--- src/rtl/alu_pkg.sv ---
// alu_pkg: opcodes shared with alu8bit and the scheduler FSM state encoding
package alu_pkg;
   localparam logic [2:0] OP_ADD = 3'b000;
   localparam logic [2:0] OP_SUB = 3'b001;
   localparam logic [2:0] OP_AND = 3'b010;
   localparam logic [2:0] OP_OR  = 3'b011;
   localparam logic [2:0] OP_XOR = 3'b100;
   localparam logic [2:0] OP_NOT = 3'b101;
   localparam logic [2:0] OP_INC = 3'b110;
   localparam logic [2:0] OP_DEC = 3'b111;
   typedef enum logic [1:0] {IDLE = 2'd0, EXEC = 2'd1, RESP = 2'd2} state_e;
endpackage

--- src/rtl/alu_rr_scheduler_if.sv ---
// alu_rr_scheduler_if: two request channels and one response channel of the ALU scheduler
// master: requesters/consumer side (drives req*_valid/a/b/op and rsp_ready)
// slave:  scheduler side (drives req*_ready and rsp_valid/id/result/carry/zero)
interface alu_rr_scheduler_if #(parameter int WIDTH = 8, parameter int OPW = 3);
   logic             req0_valid, req0_ready, req1_valid, req1_ready;
   logic [WIDTH-1:0] req0_a, req0_b, req1_a, req1_b;
   logic [OPW-1:0]   req0_op, req1_op;
   logic             rsp_valid, rsp_ready, rsp_id, rsp_carry, rsp_zero;
   logic [WIDTH-1:0] rsp_result;
   modport master (
      output req0_valid, req0_a, req0_b, req0_op, req1_valid, req1_a, req1_b, req1_op, rsp_ready,
      input  req0_ready, req1_ready, rsp_valid, rsp_id, rsp_result, rsp_carry, rsp_zero
   );
   modport slave (
      input  req0_valid, req0_a, req0_b, req0_op, req1_valid, req1_a, req1_b, req1_op, rsp_ready,
      output req0_ready, req1_ready, rsp_valid, rsp_id, rsp_result, rsp_carry, rsp_zero
   );
endinterface

--- src/rtl/alu_rr_scheduler_rr_arb2.sv ---
// rr_arb2: two-way round-robin arbiter holding the last-served bit
// req_i: requests, adv_i: grant accepted (updates last-served), grant_o: one-hot or zero
module rr_arb2 (
   input  logic       clk,
   input  logic       rst_n,
   input  logic [1:0] req_i,
   input  logic       adv_i,
   output logic [1:0] grant_o
);
   logic last_q;
   // last_q resets to 1 so requester 0 wins the first tie
   always_ff @(posedge clk) begin
      if (!rst_n) last_q <= 1'b1;
      else if (adv_i) last_q <= grant_o[1];
   end
   assign grant_o[0] = req_i[0] & (~req_i[1] | last_q);
   assign grant_o[1] = req_i[1] & (~req_i[0] | ~last_q);
endmodule

--- src/rtl/alu_rr_scheduler.sv ---
// alu_rr_scheduler: shares one combinational ALU between two requesters, round-robin
// clk/rst_n: clock, sync active-low reset; bus: request/response channels (slave)
// alu_*_o: registered ALU operands; alu_*_i: ALU result/flags; done_cnt*_o: responses delivered
module alu_rr_scheduler
   import alu_pkg::*;
#(
   parameter int WIDTH = 8,
   parameter int OPW   = 3,
   parameter int CNTW  = 16
) (
   input  logic             clk,
   input  logic             rst_n,
   alu_rr_scheduler_if.slave bus,
   output logic [WIDTH-1:0] alu_a_o,
   output logic [WIDTH-1:0] alu_b_o,
   output logic [OPW-1:0]   alu_op_o,
   input  logic [WIDTH-1:0] alu_result_i,
   input  logic             alu_carry_i,
   input  logic             alu_zero_i,
   output logic [CNTW-1:0]  done_cnt0_o,
   output logic [CNTW-1:0]  done_cnt1_o
);
   state_e           state_q, state_d;
   logic [1:0]       grant;
   logic             hs, rsp_fire, id_q, carry_q, zero_q;
   logic [WIDTH-1:0] a_q, b_q, result_q;
   logic [OPW-1:0]   op_q;
   logic [CNTW-1:0]  cnt0_q, cnt1_q;
   // requests are only visible to the arbiter in IDLE, so grant doubles as the handshake
   rr_arb2 u_arb (
      .clk     (clk),
      .rst_n   (rst_n),
      .req_i   ({bus.req1_valid, bus.req0_valid} & {2{state_q == IDLE}}),
      .adv_i   (hs),
      .grant_o (grant)
   );
   assign hs             = |grant;
   assign rsp_fire       = (state_q == RESP) && bus.rsp_ready;
   assign bus.req0_ready = grant[0];
   assign bus.req1_ready = grant[1];
   assign bus.rsp_valid  = state_q == RESP;
   assign bus.rsp_id     = id_q;
   assign bus.rsp_result = result_q;
   assign bus.rsp_carry  = carry_q;
   assign bus.rsp_zero   = zero_q;
   assign alu_a_o        = a_q;
   assign alu_b_o        = b_q;
   assign alu_op_o       = op_q;
   assign done_cnt0_o    = cnt0_q;
   assign done_cnt1_o    = cnt1_q;
   always_ff @(posedge clk) begin
      if (!rst_n) state_q <= IDLE;
      else state_q <= state_d;
   end
   always_comb begin
      state_d = state_q;
      state_d = (state_q == IDLE && hs) ? EXEC :
                (state_q == EXEC)       ? RESP :
                rsp_fire                ? IDLE : state_q;
   end
   always_ff @(posedge clk) begin
      if (!rst_n) begin
         a_q      <= '0;
         b_q      <= '0;
         op_q     <= '0;
         id_q     <= 1'b0;
         result_q <= '0;
         carry_q  <= 1'b0;
         zero_q   <= 1'b0;
         cnt0_q   <= '0;
         cnt1_q   <= '0;
      end else begin
         if (hs) begin
            a_q  <= grant[1] ? bus.req1_a : bus.req0_a;
            b_q  <= grant[1] ? bus.req1_b : bus.req0_b;
            op_q <= grant[1] ? bus.req1_op : bus.req0_op;
            id_q <= grant[1];
         end
         // ALU has had the whole EXEC cycle to settle on the registered operands
         if (state_q == EXEC) begin
            result_q <= alu_result_i;
            carry_q  <= alu_carry_i;
            zero_q   <= alu_zero_i;
         end
         if (rsp_fire && !id_q) cnt0_q <= cnt0_q + 1'b1;
         if (rsp_fire && id_q) cnt1_q <= cnt1_q + 1'b1;
      end
   end
endmodule

--- src/flat_wrapper.sv ---
// flat-port wrapper written by rule: the top's interface ports become plain ports
module alu_rr_scheduler_flat import alu_pkg::*;
#(
   parameter int WIDTH = 8,
   parameter int OPW   = 3,
   parameter int CNTW  = 16
)
  (clk, rst_n, alu_a_o, alu_b_o, alu_op_o, alu_result_i, alu_carry_i, alu_zero_i, done_cnt0_o, done_cnt1_o, bus_req0_valid, bus_req0_a, bus_req0_b, bus_req0_op, bus_req1_valid, bus_req1_a, bus_req1_b, bus_req1_op, bus_rsp_ready, bus_req0_ready, bus_req1_ready, bus_rsp_valid, bus_rsp_id, bus_rsp_result, bus_rsp_carry, bus_rsp_zero);
  alu_rr_scheduler_if #(.WIDTH(WIDTH), .OPW(OPW)) bus_i ();
  input  logic clk;
  input  logic rst_n;
  output logic [WIDTH-1:0] alu_a_o;
  output logic [WIDTH-1:0] alu_b_o;
  output logic [OPW-1:0] alu_op_o;
  input  logic [WIDTH-1:0] alu_result_i;
  input  logic alu_carry_i;
  input  logic alu_zero_i;
  output logic [CNTW-1:0] done_cnt0_o;
  output logic [CNTW-1:0] done_cnt1_o;
  input wire logic [$bits(bus_i.req0_valid)-1:0] bus_req0_valid;
  input wire logic [$bits(bus_i.req0_a)-1:0] bus_req0_a;
  input wire logic [$bits(bus_i.req0_b)-1:0] bus_req0_b;
  input wire logic [$bits(bus_i.req0_op)-1:0] bus_req0_op;
  input wire logic [$bits(bus_i.req1_valid)-1:0] bus_req1_valid;
  input wire logic [$bits(bus_i.req1_a)-1:0] bus_req1_a;
  input wire logic [$bits(bus_i.req1_b)-1:0] bus_req1_b;
  input wire logic [$bits(bus_i.req1_op)-1:0] bus_req1_op;
  input wire logic [$bits(bus_i.rsp_ready)-1:0] bus_rsp_ready;
  output wire logic [$bits(bus_i.req0_ready)-1:0] bus_req0_ready;
  output wire logic [$bits(bus_i.req1_ready)-1:0] bus_req1_ready;
  output wire logic [$bits(bus_i.rsp_valid)-1:0] bus_rsp_valid;
  output wire logic [$bits(bus_i.rsp_id)-1:0] bus_rsp_id;
  output wire logic [$bits(bus_i.rsp_result)-1:0] bus_rsp_result;
  output wire logic [$bits(bus_i.rsp_carry)-1:0] bus_rsp_carry;
  output wire logic [$bits(bus_i.rsp_zero)-1:0] bus_rsp_zero;
  assign bus_i.req0_valid = bus_req0_valid;
  assign bus_i.req0_a = bus_req0_a;
  assign bus_i.req0_b = bus_req0_b;
  assign bus_i.req0_op = bus_req0_op;
  assign bus_i.req1_valid = bus_req1_valid;
  assign bus_i.req1_a = bus_req1_a;
  assign bus_i.req1_b = bus_req1_b;
  assign bus_i.req1_op = bus_req1_op;
  assign bus_i.rsp_ready = bus_rsp_ready;
  assign bus_req0_ready = bus_i.req0_ready;
  assign bus_req1_ready = bus_i.req1_ready;
  assign bus_rsp_valid = bus_i.rsp_valid;
  assign bus_rsp_id = bus_i.rsp_id;
  assign bus_rsp_result = bus_i.rsp_result;
  assign bus_rsp_carry = bus_i.rsp_carry;
  assign bus_rsp_zero = bus_i.rsp_zero;
  alu_rr_scheduler #(.WIDTH(WIDTH), .OPW(OPW), .CNTW(CNTW)) u_core (.clk(clk), .rst_n(rst_n), .bus(bus_i), .alu_a_o(alu_a_o), .alu_b_o(alu_b_o), .alu_op_o(alu_op_o), .alu_result_i(alu_result_i), .alu_carry_i(alu_carry_i), .alu_zero_i(alu_zero_i), .done_cnt0_o(done_cnt0_o), .done_cnt1_o(done_cnt1_o));
endmodule
--- config.mk ---
export PLATFORM = sky130hd
export DESIGN_NAME = alu_rr_scheduler_flat
export DESIGN_NICKNAME = d
export VERILOG_FILES = /design/src/rtl/alu_pkg.sv /design/src/rtl/alu_rr_scheduler_if.sv /design/src/rtl/alu_rr_scheduler_rr_arb2.sv /design/src/rtl/alu_rr_scheduler.sv /design/src/flat_wrapper.sv
export SDC_FILE = /design/constraint.sdc
export NUM_CORES = 1
export LEC_CHECK = 0
export ABC_AREA = 1
export CORE_MARGIN = 5
export CORE_UTILIZATION = 44
export CTS_CLUSTER_SIZE = 25
export DETAILED_ROUTE_END_ITERATION = 12
export GPL_ROUTABILITY_DRIVEN = 0
export PLACE_DENSITY = 0.81
export SYNTH_ARGS = -nofsm -noshare
export SYNTH_HDL_FRONTEND = slang
export SYNTH_SLANG_ARGS = --single-unit
export TNS_END_PERCENT = 5
--- constraint.sdc ---
create_clock -name clk -period 1.3 [get_ports clk]
set_input_delay 0.26 -clock clk [delete_from_list [all_inputs] [get_ports clk]]
set_output_delay 0.26 -clock clk [all_outputs]
set_load 0.02 [all_outputs]
==> summary.md <==
| Metric | Value |
|---|---|
| Status | `finished with violations` |
| Failing checks | `setup timing` |
| CTS sink count | `65` |
| Register area share after synthesis | `42.2%` |
| Core area | `about 6800 sq um` |
| Hold path depth | `3` |
| GR Util met1 | `21.4%` |
| Final ANT Viol Nets | `0` |
| RR Endpoint | `u_core.done_cnt1_o[6]` |
| Max-slew violation count | `0` |
| Slew @ Worst Pin | `slightly above 0.4 ns` |
| RSZ-0062 raised after global routing | `yes` |
| Post-synth top cells | `108 x nand2_1, 67 x nor2_1, 65 x dfxtp_1` |
| Drt wl/cell | `about 13 um` |
| CTS tree | `done` |
| Peak VDD IR | `708 uV` |
| Worst reg2reg startpoint | `u_core.done_cnt1_o[1]` |
| Placed cells | `between 600 and 700` |
| Met2 capacity usage during global routing | `between 30% and 40%` |
| PortBufs | `117` |
| Critical Path End Type | `output pin` |
| DRT iter0 DRCs | `86` |
| Setup crit end | `bus_req0_ready` |
| Post-cts hold buffer count | `0` |
| Syn nets | `roughly 500` |
| Die Span X | `around 94 um` |
| Most Crowded Layer GR | `met2` |
| CP top delay family | `flip-flops` |
| Area after DPL | `~4600 sq um` |
| Path type of the worst setup path | `reg2out` |
| Die ar. | `a little under 9000 sq um` |
| Site Rows | `30` |
| Root Buffer | `clkbuf_8` |
| Syn Inst Count | `approximately 440` |
| Antenna cells | `0` |
| Max Freq | `around 700 MHz` |
| PwrDens | `slightly above 1000 nW/um^2` |
| Largest net degree at the start of global routing | `33` |
| Via/cell ratio | `roughly 4.8` |
| Drt drc | `0` |
| Dominant cell type by area after synthesis | `dfxtp_1` |
| Fillcell total | `approximately 550` |
| Met3 Use GR | `approximately 8%` |
| Crit-path slowest cell | `dfxtp_2` |
| Maximum fanout along the worst path | `4` |
| Worst EP arrival | `between 1 and 1.5 ns` |
| Hold Path Class | `in2reg` |
| Clock skew | `0.00796 ns` |
| Area grow syn2layout | `58.2%` |
| Fin cells | `between 700 and 800` |
| Reg2Reg Depth | `8` |
| Dpl hpwl | `between 6 and 7 mm` |
| GRT Residual Overflow | `0` |
| Io pins | `approximately 120` |
| Via count | `around 3,400` |
| Flop2flop setup slack | `-0.08 ns` |
| CTS Buf Count | `9` |
| Share of the synthesized area in the top cell type | `approximately 42%` |
| Number of synthesized flops with an enable pin | `0` |
| Vias in the first global route | `3,252` |
| Tot GR Track Use | `20.2%` |
| Fraction of final layout cells sized beyond drive strength 1 | `around a quarter` |
| Normalized max-slew margin | `between 70% and 80%` |
| Buf/Inv on CP | `1` |
| Final worst-path setup slack | `-0.133 ns` |
| Final Cycle Share | `110%` |
| Data required time of the critical path | `about 1.0 ns` |
| Start point of the critical path | `u_core.state_q[0]` |
| # H-tree levels | `3` |
| Clock Pin Slew Worst Setup and Hold Paths | `around 0.07 ns` |
| Tmin final | `~1.4 ns` |
| Setup-failing EPs final | `14` |
| Critical path startpoint category | `flip-flop` |
| Starting Density | `approximately 45%` |
| Total power draw | `4970 uW` |
| Crit-path max cell delay | `0.33 ns` |
| Synth area leaders | `dfxtp_1 42%, nand2_1 13%, nor2_1 8.2%, inv_1 7.2%, nand3_1 5.2%` |
| Mean Syn Cell Area | `around 7.0 sq um` |
| Worst-Skew Late Latency | `between 0.3 and 0.4 ns` |
| Main synth FF type | `dfxtp_1` |
| Final nets | `662` |
| Post-synth ARST share | `0%` |
| Synth warn | `0` |
| Worst-case clock buffer depth | `2` |
| Count of cell types in the netlist | `29` |
| Number of cells on the critical path | `4` |
| Synth Cell Area | `3080 sq um` |
| Initial antenna violation count | `0` |
| Final Hold Fails | `0` |
| # Max-Cap Violations | `0` |
| Routed WL | `around 9 mm` |
| Global-route wire length before repair | `between 10 and 15 mm` |
| Drt pass-1 iters | `5` |
| CP Cell Sequence | `nor2_4 -> nand2_2 -> a21oi_2 -> buf_6` |
| Synthesis-stage register bit count | `between 60 and 70` |
| Final instance area | `~4900 sq um` |
| Static Leak | `about 0.0023 uW` |
| Die Ht | `approximately 94 um` |
| Most common cell in the netlist | `nand2_1` |
| Post-place setup slack | `-0.560 ns` |
what timing repair did:
action                                  CTS  global route
gates resized for setup                 120            89
hold endpoints to repair                  0             0
pin swaps                                 4            14
setup buffers                             4             1
endpoints found under the setup margin  112           101
layer usage:
layer  wire [um]  part of all wire [%]  up-vias
met3         780                   8.7       12
li1            -                     -     1733
met4          89                  0.99        0
met2        4570                    51      108
met5           0                     0        -
met1        3510                    39     1551
worst min-delay path by stage:
stage,from,endpoint,slack (ns)
after floorplan,bus_rsp_ready,u_core.state_q[1],0.36
after global placement,u_core.done_cnt0_o[0],u_core.done_cnt0_o[0],0.45
after detailed placement,u_core.done_cnt0_o[0],u_core.done_cnt0_o[0],0.46
after CTS,rst_n,u_core.bus.rsp_result[0],0.27
after global routing,rst_n,u_core.bus.rsp_result[3],0.30
final,rst_n,u_core.bus.rsp_result[4],0.28
logic make-up (layout without fill, tap and decap cells):
family / count (synthesis) / in the layout / share of synthesized area [%]
XOR/XNOR: 4 / 4 / 1.14
buffers and inverters: 82 / 250 / 11.4
flip-flops: 65 / 65 / 42.2
AO/OA/AOI/OAI: 63 / 63 / 12.3
AND/OR/NAND/NOR: 227 / 227 / 32.1
adder cells (fa/ha/maj): 2 / 2 / 0.811
through the flow:
stage / util [%] / setup TNS (ns) / hold slack, ns
3_3_place_gp: 68.3 / -18.97 / 0.447
2_1_floorplan: - / -0.0197 / 0.363
6_report: 71.8 / -0.747 / 0.280
5_1_grt: 71.8 / -3.13 / 0.297
3_5_place_dp: 68.3 / -20.96 / 0.456
4_1_cts: 71.4 / -0.434 / 0.268
where the power goes:
| part | switching [uW] | internal, uW |
|---|---|---|
| Clock | 743 | 975 |
| Sequential | 76.8 | 2110 |
| Combinational | 562 | 499 |
| Total | 1380 | 3590 |
registers in the layout (all words and copies together), names as in the netlist:
signal                 flops
u_core.alu_b_o             8
u_core.u_arb.last_q        1
u_core.done_cnt0_o        16
u_core.state_q             2
u_core.bus.rsp_zero        1
u_core.bus.rsp_id          1
u_core.bus.rsp_carry       1
u_core.alu_op_o            3
u_core.alu_a_o             8
u_core.bus.rsp_result      8
u_core.done_cnt1_o        16
cell usage in the layout (no fill, tap or decap), types with 2 or more instances in the layout:
| cell type | n |
|---|---|
| buf_2 | 2 |
| nor3_1 | 2 |
| nand2_2 | 7 |
| a21oi_1 | 16 |
| xnor2_1 | 3 |
| o211ai_1 | 20 |
| clkdlybuf4s15_1 | 24 |
| o21ai_1 | 7 |
| dfxtp_2 | 7 |
| buf_12 | 2 |
| dlygate4sd2_1 | 10 |
| clkdlybuf4s50_1 | 49 |
| buf_6 | 3 |
| dfxtp_1 | 55 |
| buf_4 | 51 |
| nand4_2 | 2 |
| nor2_4 | 5 |
| dfxtp_4 | 3 |
| clkdlybuf4s15_2 | 5 |
| nand3_2 | 5 |
| clkbuf_2 | 23 |
| o21ai_0 | 15 |
| nand3_1 | 29 |
| nor2_2 | 8 |
| clkinv_2 | 3 |
| inv_1 | 58 |
| clkbuf_8 | 11 |
| nand2_1 | 100 |
| inv_2 | 3 |
| nand4_1 | 7 |
| nor2_1 | 60 |
final cells by class:
type	instances	area (sq um)	share of cell area [%]
flip-flops and latches	65	1320	27.1
repair buffers	170	1470	30.1
inverters	65	253	5.18
clock buffers	12	155	3.18
well taps	96	120	2.46
multi-input cells	296	1520	31.2
clock inverters	3	40.0	0.821
worst register-to-register path: stages, from the launching register on:
cell and delay (ns):
dfxtp_4 0.37, ha_4 0.15, nand2_4 0.06, nor2_4 0.13
nand2_2 0.08, nor2_4 0.22, buf_4 0.16, o21ai_0 0.06
a21oi_1 0.10
(Power assumes the default switching activity.)
